## config.mk

```make
export PLATFORM = sky130hd
export DESIGN_NAME = ex_operand_forward_stage_flat
export DESIGN_NICKNAME = d
export VERILOG_FILES = /design/src/rtl/ex_operand_forward_stage_if.sv /design/src/rtl/ex_operand_forward_stage.sv /design/src/flat_wrapper.sv
export SDC_FILE = /design/constraint.sdc
export NUM_CORES = 1
export LEC_CHECK = 0
export CORE_AREA = 5 5 337 339
export CTS_CLUSTER_DIAMETER = 120
export CTS_CLUSTER_SIZE = 8
export DETAILED_ROUTE_END_ITERATION = 16
export DIE_AREA = 0 0 342 344
export SLEW_MARGIN = 20
export SYNTH_ARGS = -nofsm -noshare
export SYNTH_HDL_FRONTEND = slang
export SYNTH_SLANG_ARGS = --single-unit
```

## constraint.sdc

```tcl
create_clock -name clk -period 1.8 [get_ports clk]
set_input_delay 0.18 -clock clk [delete_from_list [all_inputs] [get_ports clk]]
set_output_delay 0.18 -clock clk [all_outputs]
set_load 0.05 [all_outputs]
```

## src/rtl/ex_operand_forward_stage_if.sv

```systemverilog
// Bundle between ID/EX control and the EX-stage operand muxes.
// The optional FWD_STATS_EN counters are plain ports on the stage, not part of this bundle.
interface ex_operand_forward_stage_if #(
    parameter int DW = 64,
    parameter int RW = 5
);
    logic            id_valid;
    logic [RW-1:0]   id_rn;
    logic [RW-1:0]   id_rm;
    logic [RW-1:0]   id_rd;
    logic            id_regwrite;
    logic            id_memread;
    logic            id_alusrc;
    logic [DW-1:0]   id_rd1;
    logic [DW-1:0]   id_rd2;
    logic [DW-1:0]   id_imm;
    logic            flush;
    logic [RW-1:0]   exmem_rd;
    logic            exmem_regwrite;
    logic [DW-1:0]   exmem_result;
    logic [RW-1:0]   memwb_rd;
    logic            memwb_regwrite;
    logic [DW-1:0]   memwb_result;

    logic            stall_o;
    logic            ex_valid;
    logic [RW-1:0]   ex_rd;
    logic            ex_regwrite;
    logic            ex_memread;
    logic [1:0]      sel_a;
    logic [1:0]      sel_b;
    logic [4*DW-1:0] mux_in_a;
    logic [4*DW-1:0] mux_in_b;

    modport master (
        output id_valid, id_rn, id_rm, id_rd, id_regwrite, id_memread, id_alusrc,
               id_rd1, id_rd2, id_imm, flush,
               exmem_rd, exmem_regwrite, exmem_result,
               memwb_rd, memwb_regwrite, memwb_result,
        input  stall_o, ex_valid, ex_rd, ex_regwrite, ex_memread,
               sel_a, sel_b, mux_in_a, mux_in_b
    );

    modport slave (
        input  id_valid, id_rn, id_rm, id_rd, id_regwrite, id_memread, id_alusrc,
               id_rd1, id_rd2, id_imm, flush,
               exmem_rd, exmem_regwrite, exmem_result,
               memwb_rd, memwb_regwrite, memwb_result,
        output stall_o, ex_valid, ex_rd, ex_regwrite, ex_memread,
               sel_a, sel_b, mux_in_a, mux_in_b
    );
endinterface

```

## src/rtl/ex_operand_forward_stage.sv

```systemverilog
// ID/EX register with operand forwarding selects and load-use stall/bubble insertion.
// Optional FWD_STATS_EN adds saturating forward/stall event counters.
module ex_operand_forward_stage #(
    parameter int DW = 64,
    parameter int RW = 5
) (
    input  logic                   clk,
    input  logic                   reset_n,
    ex_operand_forward_stage_if.slave fwd_if
`ifdef FWD_STATS_EN
    ,
    output logic [31:0]            o_stat_fwd_cnt,
    output logic [31:0]            o_stat_stall_cnt
`endif
);
    localparam logic [RW-1:0] XZR = RW'(31);

    logic            r_ex_valid;
    logic [RW-1:0]   r_ex_rn;
    logic [RW-1:0]   r_ex_rm;
    logic [RW-1:0]   r_ex_rd;
    logic            r_ex_regwrite;
    logic            r_ex_memread;
    logic            r_ex_alusrc;
    logic [DW-1:0]   r_ex_rd1;
    logic [DW-1:0]   r_ex_rd2;
    logic [DW-1:0]   r_ex_imm;

    logic            w_stall;
    logic [1:0]      w_sel_a;
    logic [1:0]      w_sel_b;

    // Both sources are compared even when B will take the immediate.
    assign w_stall = fwd_if.id_valid & r_ex_valid & r_ex_memread & (r_ex_rd != XZR) &
                     ((r_ex_rd == fwd_if.id_rn) | (r_ex_rd == fwd_if.id_rm));

    always_ff @(posedge clk or negedge reset_n) begin
        if (!reset_n) begin
            r_ex_valid    <= 1'b0;
            r_ex_rn       <= '0;
            r_ex_rm       <= '0;
            r_ex_rd       <= '0;
            r_ex_regwrite <= 1'b0;
            r_ex_memread  <= 1'b0;
            r_ex_alusrc   <= 1'b0;
            r_ex_rd1      <= '0;
            r_ex_rd2      <= '0;
            r_ex_imm      <= '0;
        end else if (fwd_if.flush || w_stall) begin
            r_ex_valid    <= 1'b0;
            r_ex_regwrite <= 1'b0;
            r_ex_memread  <= 1'b0;
            r_ex_alusrc   <= 1'b0;
        end else begin
            r_ex_valid    <= fwd_if.id_valid;
            r_ex_rn       <= fwd_if.id_rn;
            r_ex_rm       <= fwd_if.id_rm;
            r_ex_rd       <= fwd_if.id_rd;
            r_ex_regwrite <= fwd_if.id_valid & fwd_if.id_regwrite;
            r_ex_memread  <= fwd_if.id_valid & fwd_if.id_memread;
            r_ex_alusrc   <= fwd_if.id_valid & fwd_if.id_alusrc;
            r_ex_rd1      <= fwd_if.id_rd1;
            r_ex_rd2      <= fwd_if.id_rd2;
            r_ex_imm      <= fwd_if.id_imm;
        end
    end

    // The younger EX/MEM result wins over MEM/WB; the immediate overrides any B forwarding.
    always_comb begin
        w_sel_a = 2'd0;
        w_sel_b = 2'd0;
        if (r_ex_valid) begin
            if (fwd_if.exmem_regwrite && fwd_if.exmem_rd == r_ex_rn && r_ex_rn != XZR)
                w_sel_a = 2'd1;
            else if (fwd_if.memwb_regwrite && fwd_if.memwb_rd == r_ex_rn && r_ex_rn != XZR)
                w_sel_a = 2'd2;

            if (r_ex_alusrc)
                w_sel_b = 2'd3;
            else if (fwd_if.exmem_regwrite && fwd_if.exmem_rd == r_ex_rm && r_ex_rm != XZR)
                w_sel_b = 2'd1;
            else if (fwd_if.memwb_regwrite && fwd_if.memwb_rd == r_ex_rm && r_ex_rm != XZR)
                w_sel_b = 2'd2;
        end
    end

    assign fwd_if.stall_o     = w_stall;
    assign fwd_if.ex_valid    = r_ex_valid;
    assign fwd_if.ex_rd       = r_ex_rd;
    assign fwd_if.ex_regwrite = r_ex_regwrite;
    assign fwd_if.ex_memread  = r_ex_memread;
    assign fwd_if.sel_a       = w_sel_a;
    assign fwd_if.sel_b       = w_sel_b;
    assign fwd_if.mux_in_a    = {r_ex_imm, fwd_if.memwb_result, fwd_if.exmem_result, r_ex_rd1};
    assign fwd_if.mux_in_b    = {r_ex_imm, fwd_if.memwb_result, fwd_if.exmem_result, r_ex_rd2};

`ifdef FWD_STATS_EN
    logic w_fwd_event;

    assign w_fwd_event = r_ex_valid &
                         ((w_sel_a == 2'd1) | (w_sel_a == 2'd2) |
                          (w_sel_b == 2'd1) | (w_sel_b == 2'd2));

    always_ff @(posedge clk or negedge reset_n) begin
        if (!reset_n) begin
            o_stat_fwd_cnt   <= '0;
            o_stat_stall_cnt <= '0;
        end else begin
            if (w_fwd_event && o_stat_fwd_cnt != 32'hFFFF_FFFF)
                o_stat_fwd_cnt <= o_stat_fwd_cnt + 32'd1;
            if (w_stall && o_stat_stall_cnt != 32'hFFFF_FFFF)
                o_stat_stall_cnt <= o_stat_stall_cnt + 32'd1;
        end
    end
`endif
endmodule

```

## src/flat_wrapper.sv

```systemverilog
// flat-port wrapper written by rule: the top's interface ports become plain ports
module ex_operand_forward_stage_flat 
#(
    parameter int DW = 64,
    parameter int RW = 5
)
  (clk, reset_n, fwd_if_id_valid, fwd_if_id_rn, fwd_if_id_rm, fwd_if_id_rd, fwd_if_id_regwrite, fwd_if_id_memread, fwd_if_id_alusrc, fwd_if_id_rd1, fwd_if_id_rd2, fwd_if_id_imm, fwd_if_flush, fwd_if_exmem_rd, fwd_if_exmem_regwrite, fwd_if_exmem_result, fwd_if_memwb_rd, fwd_if_memwb_regwrite, fwd_if_memwb_result, fwd_if_stall_o, fwd_if_ex_valid, fwd_if_ex_rd, fwd_if_ex_regwrite, fwd_if_ex_memread, fwd_if_sel_a, fwd_if_sel_b, fwd_if_mux_in_a, fwd_if_mux_in_b);
  ex_operand_forward_stage_if #(.DW(DW), .RW(RW)) fwd_if_i ();
  input  logic clk;
  input  logic reset_n;
  input wire logic [$bits(fwd_if_i.id_valid)-1:0] fwd_if_id_valid;
  input wire logic [$bits(fwd_if_i.id_rn)-1:0] fwd_if_id_rn;
  input wire logic [$bits(fwd_if_i.id_rm)-1:0] fwd_if_id_rm;
  input wire logic [$bits(fwd_if_i.id_rd)-1:0] fwd_if_id_rd;
  input wire logic [$bits(fwd_if_i.id_regwrite)-1:0] fwd_if_id_regwrite;
  input wire logic [$bits(fwd_if_i.id_memread)-1:0] fwd_if_id_memread;
  input wire logic [$bits(fwd_if_i.id_alusrc)-1:0] fwd_if_id_alusrc;
  input wire logic [$bits(fwd_if_i.id_rd1)-1:0] fwd_if_id_rd1;
  input wire logic [$bits(fwd_if_i.id_rd2)-1:0] fwd_if_id_rd2;
  input wire logic [$bits(fwd_if_i.id_imm)-1:0] fwd_if_id_imm;
  input wire logic [$bits(fwd_if_i.flush)-1:0] fwd_if_flush;
  input wire logic [$bits(fwd_if_i.exmem_rd)-1:0] fwd_if_exmem_rd;
  input wire logic [$bits(fwd_if_i.exmem_regwrite)-1:0] fwd_if_exmem_regwrite;
  input wire logic [$bits(fwd_if_i.exmem_result)-1:0] fwd_if_exmem_result;
  input wire logic [$bits(fwd_if_i.memwb_rd)-1:0] fwd_if_memwb_rd;
  input wire logic [$bits(fwd_if_i.memwb_regwrite)-1:0] fwd_if_memwb_regwrite;
  input wire logic [$bits(fwd_if_i.memwb_result)-1:0] fwd_if_memwb_result;
  output wire logic [$bits(fwd_if_i.stall_o)-1:0] fwd_if_stall_o;
  output wire logic [$bits(fwd_if_i.ex_valid)-1:0] fwd_if_ex_valid;
  output wire logic [$bits(fwd_if_i.ex_rd)-1:0] fwd_if_ex_rd;
  output wire logic [$bits(fwd_if_i.ex_regwrite)-1:0] fwd_if_ex_regwrite;
  output wire logic [$bits(fwd_if_i.ex_memread)-1:0] fwd_if_ex_memread;
  output wire logic [$bits(fwd_if_i.sel_a)-1:0] fwd_if_sel_a;
  output wire logic [$bits(fwd_if_i.sel_b)-1:0] fwd_if_sel_b;
  output wire logic [$bits(fwd_if_i.mux_in_a)-1:0] fwd_if_mux_in_a;
  output wire logic [$bits(fwd_if_i.mux_in_b)-1:0] fwd_if_mux_in_b;
  assign fwd_if_i.id_valid = fwd_if_id_valid;
  assign fwd_if_i.id_rn = fwd_if_id_rn;
  assign fwd_if_i.id_rm = fwd_if_id_rm;
  assign fwd_if_i.id_rd = fwd_if_id_rd;
  assign fwd_if_i.id_regwrite = fwd_if_id_regwrite;
  assign fwd_if_i.id_memread = fwd_if_id_memread;
  assign fwd_if_i.id_alusrc = fwd_if_id_alusrc;
  assign fwd_if_i.id_rd1 = fwd_if_id_rd1;
  assign fwd_if_i.id_rd2 = fwd_if_id_rd2;
  assign fwd_if_i.id_imm = fwd_if_id_imm;
  assign fwd_if_i.flush = fwd_if_flush;
  assign fwd_if_i.exmem_rd = fwd_if_exmem_rd;
  assign fwd_if_i.exmem_regwrite = fwd_if_exmem_regwrite;
  assign fwd_if_i.exmem_result = fwd_if_exmem_result;
  assign fwd_if_i.memwb_rd = fwd_if_memwb_rd;
  assign fwd_if_i.memwb_regwrite = fwd_if_memwb_regwrite;
  assign fwd_if_i.memwb_result = fwd_if_memwb_result;
  assign fwd_if_stall_o = fwd_if_i.stall_o;
  assign fwd_if_ex_valid = fwd_if_i.ex_valid;
  assign fwd_if_ex_rd = fwd_if_i.ex_rd;
  assign fwd_if_ex_regwrite = fwd_if_i.ex_regwrite;
  assign fwd_if_ex_memread = fwd_if_i.ex_memread;
  assign fwd_if_sel_a = fwd_if_i.sel_a;
  assign fwd_if_sel_b = fwd_if_i.sel_b;
  assign fwd_if_mux_in_a = fwd_if_i.mux_in_a;
  assign fwd_if_mux_in_b = fwd_if_i.mux_in_b;
  ex_operand_forward_stage #(.DW(DW), .RW(RW)) u_core (.clk(clk), .reset_n(reset_n), .fwd_if(fwd_if_i));
endmodule
```

---- After elaboration in Yosys (flattened, before gate mapping) ----
Index checks and enable logic that the tools add are counted.
cells by class
  multiplexer cells ....................... 11
  reductions and logical operators ........ 9
  equality and inequality tests ........... 9
  bitwise logic cells ..................... 8
operator list
  operator            count
  $eq 5x5->1          6
  $ne 5x5->1 const B  3
  $mux 2              7
  $logic_and 1x1->1   8
  $and 1x1->1         7
  $mux 1              4
  $logic_or 1x1->1    1
  $or 1x1->1          1
storage, ports and cells
  bits in registers ....................... 211
  output and inout bits ................... 525
  logic and storage cells ................. 47

---- Logic depth before layout (Yosys ltp) ----
Gate-level depths: netlist of the first run.
  word-level depth ........................ 7
  mapped depth ............................ 7
  gate-level depth less buffers ........... 5

---- Worst setup path before layout of the first run ----
OpenSTA, ideal clock, no wires.
  path kind ............................... register to output
  from .................................... register u_core.r_ex_valid (netlist: u_core.fwd_if.ex_valid)
  to ...................................... output port fwd_if_sel_a[1]
  slack ................................... -0.691 ns
  arrival ................................. 2.311 ns
  required time ........................... 1.620 ns
  stages on the path, launching flop included .. 3
  path through ............................ dfrtp_1 > nand3_1 > nor4_1
on the way
  cells in the longest elaborated chain, start to end .. 1
RTL lines
  what                    line                            RTL
  from (decl)             ex_operand_forward_stage.sv:18  logic r_ex_valid;
  from (signal assigned)  ex_operand_forward_stage.sv:55  r_ex_valid <= fwd_if.id_valid;
  $mux 2                  ex_operand_forward_stage.sv:72  if (r_ex_valid) begin
  to (decl)               flat_wrapper.sv:33              output wire logic [$bits(fwd_if_i.sel_a)-1:0] fwd_if_sel_a;
No other way between the ends.

---- Final worst setup path of the first run ----
  from .................................... register u_core.r_ex_rm[1]
  to ...................................... output port fwd_if_sel_b[1]
on the way
  cells in the longest elaborated chain, start to end .. 7
  elaborated cells between the ends (all ways) .. 11
RTL lines
  what                             line                            RTL
  from (decl)                      ex_operand_forward_stage.sv:20  logic [RW-1:0] r_ex_rm;
  from (signal assigned)           ex_operand_forward_stage.sv:57  r_ex_rm <= fwd_if.id_rm;
  $eq 5x5->1                       ex_operand_forward_stage.sv:82  else if (fwd_if.memwb_regwrite && fwd_if.memwb_rd == r_ex_rm && r_ex_rm != XZR)
  $logic_and 1x1->1 (2 in series)  ex_operand_forward_stage.sv:82
  $mux 2                           ex_operand_forward_stage.sv:82
  $mux 2 (*)                       ex_operand_forward_stage.sv:80  else if (fwd_if.exmem_regwrite && fwd_if.exmem_rd == r_ex_rm && r_ex_rm != XZR)
  $mux 2 (*)                       ex_operand_forward_stage.sv:78  if (r_ex_alusrc)
  $mux 2 (*)                       ex_operand_forward_stage.sv:72
  to (decl)                        flat_wrapper.sv:34              output wire logic [$bits(fwd_if_i.sel_b)-1:0] fwd_if_sel_b;
Every way passes the cells marked *; elsewhere a longest branch is shown, timed or not.

==> impl_metrics.env, run 1 <==
export IMPL_tns_ns=-72.51
export IMPL_vias=7254
export IMPL_fin_ws_ns=-0.510
export IMPL_violations="setup timing"
export IMPL_place_gp_congestion=0.771
export IMPL_die_h_um=344
export IMPL_synth_area_leader_cell="dfrtp_1"
export IMPL_critical_path_cell_chain="xnor2_1, nand4_1, nor4_4, nor4_2, o21a_1, buf_6"
export IMPL_drc=0
export IMPL_total_power_w=0.0165
export IMPL_ys_warn_count=0
export IMPL_max_freq_ghz=0.433
export IMPL_dpl_instance_area_mm2=0.0154
export IMPL_finalHoldViolations=0
export IMPL_nNetsFinal=1467
export IMPL_dr_pass1_iters=4
export IMPL_grt_pass1_vias=8207
export IMPL_port_buffers=494
export IMPL_area_delta_synth_final_pct=66.6
export IMPL_initial_core_util_pct=9.67
export IMPL_p_per_area_mw_per_mm2=932
export IMPL_seq_area_mm2=0.00529
export IMPL_syn_avg_cell_area_um2=12.9
export IMPL_cts_buffers=30
export IMPL_coreArea_mm2=0.110
export IMPL_synth_common_cells="332 x buf_4, 211 x dfrtp_1, 130 x mux2_1"
export IMPL_die_area_mm2=0.118
export IMPL_cts_root_buf="clkbuf_16"
export IMPL_relSlewSlack_pct=64.2
export IMPL_routed_wirelength_mm=59.5
export IMPL_syn_area_mm2=0.0106
export IMPL_period_minus_slack_ns=2.31
export IMPL_setup_viol=212
export IMPL_synth_seq_cells=211
export IMPL_peakVddDrop_mv=0.630
export IMPL_syn_inst=824
export IMPL_grt_first_pass_wirelength_mm=76.6
export IMPL_row_count=122
export IMPL_hold_path_class="input pin to asynchronous set/reset pin"
export IMPL_ant_nets=0
export IMPL_timing_clock_skew_ns=0.0222
export IMPL_antenna_found_initial=7
export IMPL_clk_latency_ns=0.61
export IMPL_fillers=12200
export IMPL_synth_edf_count=0
export IMPL_crit_arrival_ns=2.13
export IMPL_pin_count=879
export IMPL_grt_max_degree=41
export IMPL_synth_top_cell_area_share_pct=49.6
export IMPL_synthTopCellsByArea="dfrtp_1 50%, buf_4 23%, mux2_1 14%, mux2_2 8.1%, xnor2_1 2.1%"
export IMPL_cp_max_fo=4
export IMPL_clock_sinks=211
export IMPL_start_kind="flop"
export IMPL_routedWlPerCell_um=22.8
export IMPL_path_class="flop to output port"
export IMPL_h_tree_depth=1
export IMPL_cp_end_kind="output port"
export IMPL_crit_path_top_delay_cell="dfrtp_2"
export IMPL_dp_hpwl_mm=47.4
export IMPL_via_per_inst=2.78
export IMPL_rsz0062_at_grt="yes"
export IMPL_multi_input_area_mm2=0.00368
export IMPL_yosysMostFrequentCell="buf_4"
export IMPL_cts_tree="built"
export IMPL_ys_flop_type="dfrtp_1"
export IMPL_finalCritPeriodShare_pct=128
export IMPL_max_cap_violations=0
export IMPL_report_final_slew_viol_count=0
export IMPL_grt_use_total_pct=9.51
export IMPL_clk_path_buf_depth=3
export IMPL_grt_overflow=0
export IMPL_required_ns=1.62
export IMPL_synth_distinct_cells=20
export IMPL_cts_clk_slew_worst_paths_ns=0.07
export IMPL_max_stage_delay_ns=0.45
export IMPL_die_width_um=342
export IMPL_drive_above_1_share_pct=44.1
export IMPL_drt_iter0_markers=260
export IMPL_leakage_nw=7.74
export IMPL_ys_seq_area_share_pct=49.6
export IMPL_final_area_mm2=0.0177
export IMPL_status="finished with violations"
export IMPL_synthesis_nets=1178
export IMPL_postSynth_asyncResetShare_pct=100
export IMPL_worstMarginPinSlew_ns=0.539
[worst paths after layout]
path                                         from                      to  slack (ns)  depth (start not counted)
setup / recovery                u_core.r_ex_rm[1]         fwd_if_sel_b[1]       -0.51                          6
hold / removal                            reset_n  u_core.fwd_if.ex_valid         0.1                          2
setup reg to reg           u_core.fwd_if.ex_rd[0]     u_core.r_ex_rd1[57]       -0.42                         10
hold reg to reg               u_core.r_ex_rd1[29]     u_core.r_ex_rd1[29]        0.50                          1
max in group asynchronous                 reset_n  u_core.fwd_if.ex_rd[4]        0.98                          3
min in group clk                 fwd_if_id_alusrc      u_core.r_ex_alusrc        0.18                          2
[layer usage]
layer  global-route usage, %  routed length (µm)
met3                    7.05               10300
met1                    11.0               22600
met2                    14.1               25100
met4                    2.01                1420
met5                   0.572                 160
[per-stage QoR]
step                      worst slack, ns  util [%]  cells  hold slack (ns)
after CTS                          -0.542      16.2   2614           0.0674
final                              -0.510      16.1   2607           0.0993
after global placement             -0.511      14.0   2528            0.146
after global routing               -0.653      16.1   2606            0.101
after floorplan                   -0.0764         -    824           -0.116
after detailed placement           -0.518      14.0   2528            0.148
[where the power goes]
| part | switching (W) | leakage (nW) | internal (W) |
|---|---|---|---|
| Clock | 0.00224 | 0.400 | 0.00303 |
| Sequential | 0.000413 | 2.46 | 0.00523 |
| Combinational | 0.00341 | 4.87 | 0.00219 |
| Total | 0.00606 | 7.74 | 0.0105 |
[worst max-delay path, delay by kind of cell, from the launching register on]
kind	cells	cell delay [ns]
XOR/XNOR	1	0.17
flip-flops	1	0.45
AO/OA/AOI/OAI	1	0.22
buffers and inverters	1	0.17
AND/OR/NAND/NOR	3	0.50
[cells in the final DEF, fill, tap and decap left out, types with 3 or more instances in the layout]
| cell | instances |
|---|---|
| clkdlybuf4s50_1 | 224 |
| mux2_4 | 206 |
| dfrtp_1 | 200 |
| buf_4 | 151 |
| dlygate4sd2_1 | 131 |
| buf_12 | 32 |
| clkbuf_16 | 30 |
| xnor2_1 | 24 |
| buf_8 | 19 |
| clkdlybuf4s15_1 | 17 |
| buf_16 | 11 |
| dfrtp_2 | 11 |
| buf_6 | 6 |
| nand2_1 | 5 |
| nand3_1 | 5 |
| clkdlybuf4s15_2 | 5 |
| xor2_1 | 4 |
| nand4_1 | 4 |
| clkbuf_1 | 4 |
| nor4_4 | 3 |
| and2_1 | 3 |
[cell families (layout without fill, tap and decap cells)]
logic type | after synthesis | after routing | synth area share (%)
buffers and inverters | 342 | 636 | 24.1
muxes | 207 | 207 | 21.9
AOI/OAI and AO/OA | 6 | 6 | 0.506
other | 0 | 1 | 0
DFF | 211 | 211 | 49.6
xor gates and xnor gates | 30 | 30 | 2.47
and+or+nand+nor | 28 | 28 | 1.43
[layout make-up]
class,count,area share (%)
repair buffers,599,34.2
flip-flops and latches,211,29.9
multi-input cells,271,20.8
well taps,1488,10.5
clock buffers,36,4.47
clock inverters,1,0.169
diodes,1,0.0141
[sequential cells by signal, indices dropped and copies added, names as in the netlist]
register / cells
u_core.r_ex_imm: 64
u_core.r_ex_rn: 5
u_core.r_ex_rd1: 64
u_core.fwd_if.ex_regwrite: 1
u_core.r_ex_rm: 5
u_core.fwd_if.ex_rd: 5
u_core.fwd_if.ex_memread: 1
u_core.fwd_if.ex_valid: 1
u_core.r_ex_rd2: 64
u_core.r_ex_alusrc: 1
[what timing repair did]
item / CTS / global route
hold buffers: 1 / 0
buffers inserted: 33 / 9
setup endpoints to repair: 370 / 222
endpoints found under the hold margin: 211 / 0
pin swaps: 6 / 0
gates resized for setup: 452 / 42
cloned: 18 / 0
No activity file was read; power rests on OpenSTA's default activity.
==> run 2: changes to the inputs <==
--- a/config.mk
+++ b/config.mk
@@ -5,11 +5,11 @@
 export SDC_FILE = /design/constraint.sdc
 export NUM_CORES = 1
 export LEC_CHECK = 0
-export CORE_AREA = 5 5 337 339
+export CORE_AREA = 2 2 344 346
 export CTS_CLUSTER_DIAMETER = 120
 export CTS_CLUSTER_SIZE = 8
 export DETAILED_ROUTE_END_ITERATION = 16
-export DIE_AREA = 0 0 342 344
+export DIE_AREA = 0 0 346 348
 export SLEW_MARGIN = 20
 export SYNTH_ARGS = -nofsm -noshare
 export SYNTH_HDL_FRONTEND = slang
==> impl_metrics.env, run 2 (synthesized netlist as in run 1, its figures left out) <==
export IMPL_status="finished with violations"
export IMPL_violations="setup timing"
export IMPL_cp_max_fo=6
export IMPL_leakage_nw=7.63
export IMPL_timing_clock_skew_ns=0.0171
export IMPL_layout_cells_non_filler=2653
export IMPL_use_met3_pct=6.66
export IMPL_grt_max_degree=69
export IMPL_cts_buffers=34
export IMPL_area_delta_synth_final_pct=67.1
export IMPL_drc=0
export IMPL_die_area_mm2=0.120
export IMPL_max_freq_ghz=0.440
export IMPL_setup_viol=212
export IMPL_critical_path_cell_chain="xnor2_2, nand3_1, o22ai_2, buf_4, a21oi_4, buf_12, buf_16, buf_16, buf_12, buf_16, mux2_4"
export IMPL_drive_above_1_share_pct=39.8
export IMPL_fin_ws_ns=-0.471
export IMPL_clk_path_buf_depth=3
export IMPL_max_cap_violations=0
export IMPL_grt_first_pass_wirelength_mm=73.2
export IMPL_total_power_w=0.0172
export IMPL_cts_clk_slew_worst_paths_ns=0.05
export IMPL_h_tree_depth=2
export IMPL_relSlewSlack_pct=63.4
export IMPL_hold_path_class="input pin to asynchronous set/reset pin"
export IMPL_clock_sinks=211
export IMPL_place_gp_congestion=0.787
export IMPL_crit_path_top_delay_cell="dfrtp_2"
export IMPL_finalHoldViolations=0
export IMPL_final_common_cell="clkdlybuf4s50_1"
export IMPL_cts_tree="built"
export IMPL_start_kind="flop"
export IMPL_clk_latency_ns=0.57
export IMPL_crit_arrival_ns=2.72
export IMPL_whs_ns=0.0677
export IMPL_grt_use_total_pct=8.97
export IMPL_peakVddDrop_mv=0.659
export IMPL_fillers=13100
export IMPL_path_class="flop to flop"
export IMPL_rrSetupSlack_ns=-0.47
export IMPL_die_width_um=346
export IMPL_worstMarginPinSlew_ns=0.551
export IMPL_die_h_um=348
export IMPL_grt_overflow=0
export IMPL_dp_hpwl_mm=43.4
export IMPL_rsz0062_at_grt="yes"
export IMPL_antenna_found_initial=19
export IMPL_ant_nets=0
export IMPL_via_per_inst=2.73
export IMPL_coreArea_mm2=0.117
export IMPL_row_count=126
export IMPL_drt_iter0_markers=224
export IMPL_cp_end_kind="flop"
export IMPL_reg_top3="u_core.r_ex_imm x64, u_core.r_ex_rd1 x64, u_core.r_ex_rd2 x64"
export IMPL_met2_usage_pct=13.2
export IMPL_max_stage_delay_ns=0.46
export IMPL_finalCritPeriodShare_pct=126
export IMPL_pin_count=879
export IMPL_dr_pass1_iters=4
export IMPL_p_per_area_mw_per_mm2=970
export IMPL_cp_top_family="buffers and inverters"
export IMPL_cp_common_cell="buf_16"
export IMPL_grt_pass1_vias=8082
export IMPL_nNetsFinal=1457
export IMPL_vias=7234
export IMPL_use_met1_pct=9.63
export IMPL_routedWlPerCell_um=21.0
export IMPL_dp_slack_ns=-0.496
export IMPL_period_minus_slack_ns=2.27
export IMPL_required_ns=2.25
export IMPL_worst_path_buf_inv=6
export IMPL_report_final_slew_viol_count=0
export IMPL_top_usage_layer="met2"
export IMPL_routed_wirelength_mm=55.8
export IMPL_cts_root_buf="clkbuf_16"
export IMPL_mostFrequentLayoutCells="224 x clkdlybuf4s50_1, 202 x dfrtp_1, 172 x dlygate4sd2_1"
export IMPL_port_buffers=494
export IMPL_dp_cells=2557
export IMPL_initial_core_util_pct=9.10
[run 2: changes by cell type in the layout (fill, tap and decap cells not counted), moves of 5 or more]
cell and delta:
mux2_4 -53, buf_4 -46, dlygate4sd2_1 +41, mux2_2 +40, clkdlybuf4s15_1 -14, mux2_1 +13
buf_6 +11, buf_16 +10, buf_8 -8, buf_12 -5
[run 2: power by group]
group | internal (W) | switching (W)
Combinational | 0.00211 | 0.00331
Sequential | 0.00523 | 0.000388
Clock | 0.00362 | 0.00257
Total | 0.0110 | 0.00627
[run 2: final timing paths]
check	from	endpoint	cells after the start
worst max-delay path	u_core.fwd_if.ex_rd[0]	u_core.r_ex_rd2[11]	11
worst min-delay path	reset_n	u_core.r_ex_imm[60]	2
worst max register to register	u_core.fwd_if.ex_rd[0]	u_core.r_ex_rd2[11]	11
worst min register to register	u_core.r_ex_rd2[46]	u_core.r_ex_rd2[46]	1
max in group asynchronous	reset_n	u_core.r_ex_imm[59]	3
min in group clk	fwd_if_id_memread	u_core.fwd_if.ex_memread	2
[run 2: what timing repair did]
action / in CTS / in global routing
gates cloned: 16 / 0
endpoints found under the setup margin: 387 / 214
setup buffers: 26 / 4
endpoints found under the hold margin: 211 / 0
resized for setup: 380 / 28
hold buffers: 2 / 0
pin swaps: 10 / 2
[run 2: per-layer routing]
metal  up-vias  part of all wire, %
met2       638                   43
met1      3462                   37
met5         -                 0.21
met3       130                   16
li1       2986                    -
met4        18                  4.0
[run 2: area by class of cell]
cell class | count | area, µm² | area share (%)
Sequential cell | 211 | 5290 | 29.8
Antenna cell | 3 | 7.51 | 0.0422
Tap cell | 1536 | 1920 | 10.8
Timing Repair Buffer | 585 | 6120 | 34.4
Multi-Input combinational cell | 271 | 3450 | 19.4
Clock buffer | 40 | 883 | 4.97
Clock inverter | 7 | 108 | 0.605
[run 2: per-stage QoR]
stage | utilization, % | setup TNS, ns | cell area, µm²
global placement | 13.2 | -88.98 | 15400
global route | 15.2 | -81.19 | 17800
finish | 15.2 | -72.09 | 17800
detailed placement | 13.2 | -83.35 | 15400
floorplan | - | -10.81 | 10800
CTS | 15.1 | -67.42 | 17600
==> run 3: changes to the inputs <==
--- a/config.mk
+++ b/config.mk
@@ -5,11 +5,11 @@
 export SDC_FILE = /design/constraint.sdc
 export NUM_CORES = 1
 export LEC_CHECK = 0
-export CORE_AREA = 2 2 344 346
+export CORE_AREA = 3 3 345 347
 export CTS_CLUSTER_DIAMETER = 120
 export CTS_CLUSTER_SIZE = 8
 export DETAILED_ROUTE_END_ITERATION = 16
-export DIE_AREA = 0 0 346 348
+export DIE_AREA = 0 0 348 350
 export SLEW_MARGIN = 20
 export SYNTH_ARGS = -nofsm -noshare
 export SYNTH_HDL_FRONTEND = slang
==> impl_metrics.env, run 3 (synthesized netlist as in run 1, its figures left out) <==
export IMPL_dp_cells=2535
export IMPL_crit_path_top_delay_cell="dfrtp_2"
export IMPL_worst_path_buf_inv=1
export IMPL_die_h_um=350
export IMPL_required_ns=1.62
export IMPL_layout_cells_non_filler=2624
export IMPL_dp_hpwl_mm=42.4
export IMPL_cts_root_buf="clkbuf_16"
export IMPL_path_class="flop to output port"
export IMPL_row_count=125
export IMPL_violations="setup timing"
export IMPL_grt_max_degree=55
export IMPL_crit_arrival_ns=2.09
export IMPL_status="finished with violations"
export IMPL_report_final_slew_viol_count=0
export IMPL_final_common_cell="clkdlybuf4s50_1"
export IMPL_hold_depth=2
export IMPL_die_area_mm2=0.122
export IMPL_critical_path_cell_chain="xnor2_2, nand4_1, nor4_4, nor4_2, o21a_1, buf_6"
export IMPL_pin_count=879
export IMPL_max_freq_ghz=0.440
export IMPL_start_kind="flop"
export IMPL_hold_start="fwd_if_id_alusrc"
export IMPL_relSlewSlack_pct=62.5
export IMPL_worstMarginPinSlew_ns=0.565
export IMPL_grt_overflow=0
export IMPL_nNetsFinal=1444
export IMPL_die_width_um=348
export IMPL_drt_iter0_markers=214
export IMPL_cp_num_cells=6
export IMPL_antenna_found_initial=17
export IMPL_port_buffers=494
export IMPL_finalCritPeriodShare_pct=126
export IMPL_ant_nets=0
export IMPL_rr_worst_depth=11
export IMPL_clk_path_buf_depth=3
export IMPL_cts_clk_slew_worst_paths_ns=0.07
export IMPL_total_power_w=0.0165
export IMPL_grt_use_total_pct=8.67
export IMPL_timing_clock_skew_ns=0.0289
export IMPL_final_area_mm2=0.0177
export IMPL_dpl_instance_area_mm2=0.0152
export IMPL_max_stage_delay_ns=0.45
export IMPL_fin_ws_ns=-0.474
export IMPL_via_per_inst=2.74
export IMPL_p_per_area_mw_per_mm2=935
export IMPL_coreArea_mm2=0.116
export IMPL_vias=7196
export IMPL_place_gp_congestion=0.764
export IMPL_finalHoldViolations=0
export IMPL_fillers=12900
export IMPL_drive_above_1_share_pct=43.4
export IMPL_dr_pass1_iters=4
export IMPL_leakage_nw=7.65
export IMPL_routedWlPerCell_um=21.3
export IMPL_clk_latency_ns=0.63
export IMPL_hold_path_class="input pin to flop"
export IMPL_h_tree_depth=1
export IMPL_cp_end_kind="output port"
export IMPL_cts_buffers=31
export IMPL_cts_tree="built"
export IMPL_rsz0062_at_grt="yes"
export IMPL_drc=0
export IMPL_mostFrequentLayoutCells="224 x clkdlybuf4s50_1, 201 x mux2_4, 196 x dfrtp_1"
export IMPL_area_delta_synth_final_pct=66.0
export IMPL_cp_max_fo=4
export IMPL_peakVddDrop_mv=0.831
export IMPL_setup_viol=212
export IMPL_initial_core_util_pct=9.16
export IMPL_reg_top3="u_core.r_ex_imm x64, u_core.r_ex_rd1 x64, u_core.r_ex_rd2 x64"
export IMPL_period_minus_slack_ns=2.27
export IMPL_clock_sinks=211
export IMPL_reg2reg_from="u_core.fwd_if.ex_rd[2]"
export IMPL_cp_top_family="simple AND/OR/NAND/NOR gates"
export IMPL_max_cap_violations=0
export IMPL_routed_wirelength_mm=56.0
export IMPL_cp_startpoint="u_core.r_ex_rm[4]"
export IMPL_grt_first_pass_wirelength_mm=72.9
export IMPL_grt_pass1_vias=8156
## run 3: metal layers
layer  share of wire (%)  vias to the layer above  track usage [%]
li1                    -                     2942                -
met1                  37                     3506             9.36
met2                  44                      611             13.6
met3                  14                      123             5.61
met4                 4.0                       14             3.17
met5                0.26                        -            0.628
## run 3: cell type report
type	count	area, µm²	area share (%)
Timing Repair Buffer	575	5930	33.6
Antenna cell	2	5.00	0.0283
Sequential cell	211	5300	30.0
Tap cell	1524	1910	10.8
Multi-Input combinational cell	271	3670	20.8
Clock inverter	3	33.8	0.191
Clock buffer	38	812	4.60
## run 3: repair_timing
| action | CTS | global route |
|---|---|---|
| hold endpoints to repair | 211 | 0 |
| hold buffers | 1 | 0 |
| setup buffers | 23 | 15 |
| gates cloned | 19 | 4 |
| pin swaps | 5 | 5 |
| resized for setup | 372 | 138 |
| setup endpoints to repair | 372 | 228 |
## run 3: through the flow
| stage | utilization [%] | TNS, ns | hold slack, ns | worst slack, ns |
|---|---|---|---|---|
| 3_3_place_gp | 13.1 | -61.46 | 0.183 | -0.345 |
| 4_1_cts | 14.9 | -73.74 | 0.0257 | -0.506 |
| 5_1_grt | 15.2 | -79.62 | 0.0464 | -0.647 |
| 3_5_place_dp | 13.1 | -66.58 | 0.175 | -0.384 |
| 6_report | 15.2 | -62.01 | 0.109 | -0.474 |
| 2_1_floorplan | - | -10.81 | -0.116 | -0.0764 |
## run 3: path summary, 6_finish.rpt
path / end / slack [ns]
worst min-delay path: u_core.r_ex_alusrc / 0.11
worst min register to register: u_core.r_ex_rd1[43] / 0.50
max in group asynchronous: u_core.r_ex_imm[23] / 1.06
worst max register to register: u_core.r_ex_rd2[14] / -0.45
worst max-delay path: fwd_if_sel_b[1] / -0.47
min in group asynchronous: u_core.r_ex_rd1[44] / 0.13
## run 3: where the power goes
part	internal, W	switching (W)
combinational	0.00215	0.00329
clock	0.00311	0.00234
sequential	0.00523	0.000397
total	0.0105	0.00603
## run 3: worst reg2reg max path, stage by stage, from the launching register on
cell     delay, ns
dfrtp_2       0.44
xnor2_1       0.18
nand2_1       0.09
o22ai_2       0.21
buf_4         0.15
a21oi_4       0.06
buf_12        0.14
buf_16        0.14
buf_12        0.16
buf_8         0.12
buf_16        0.15
mux2_4        0.30
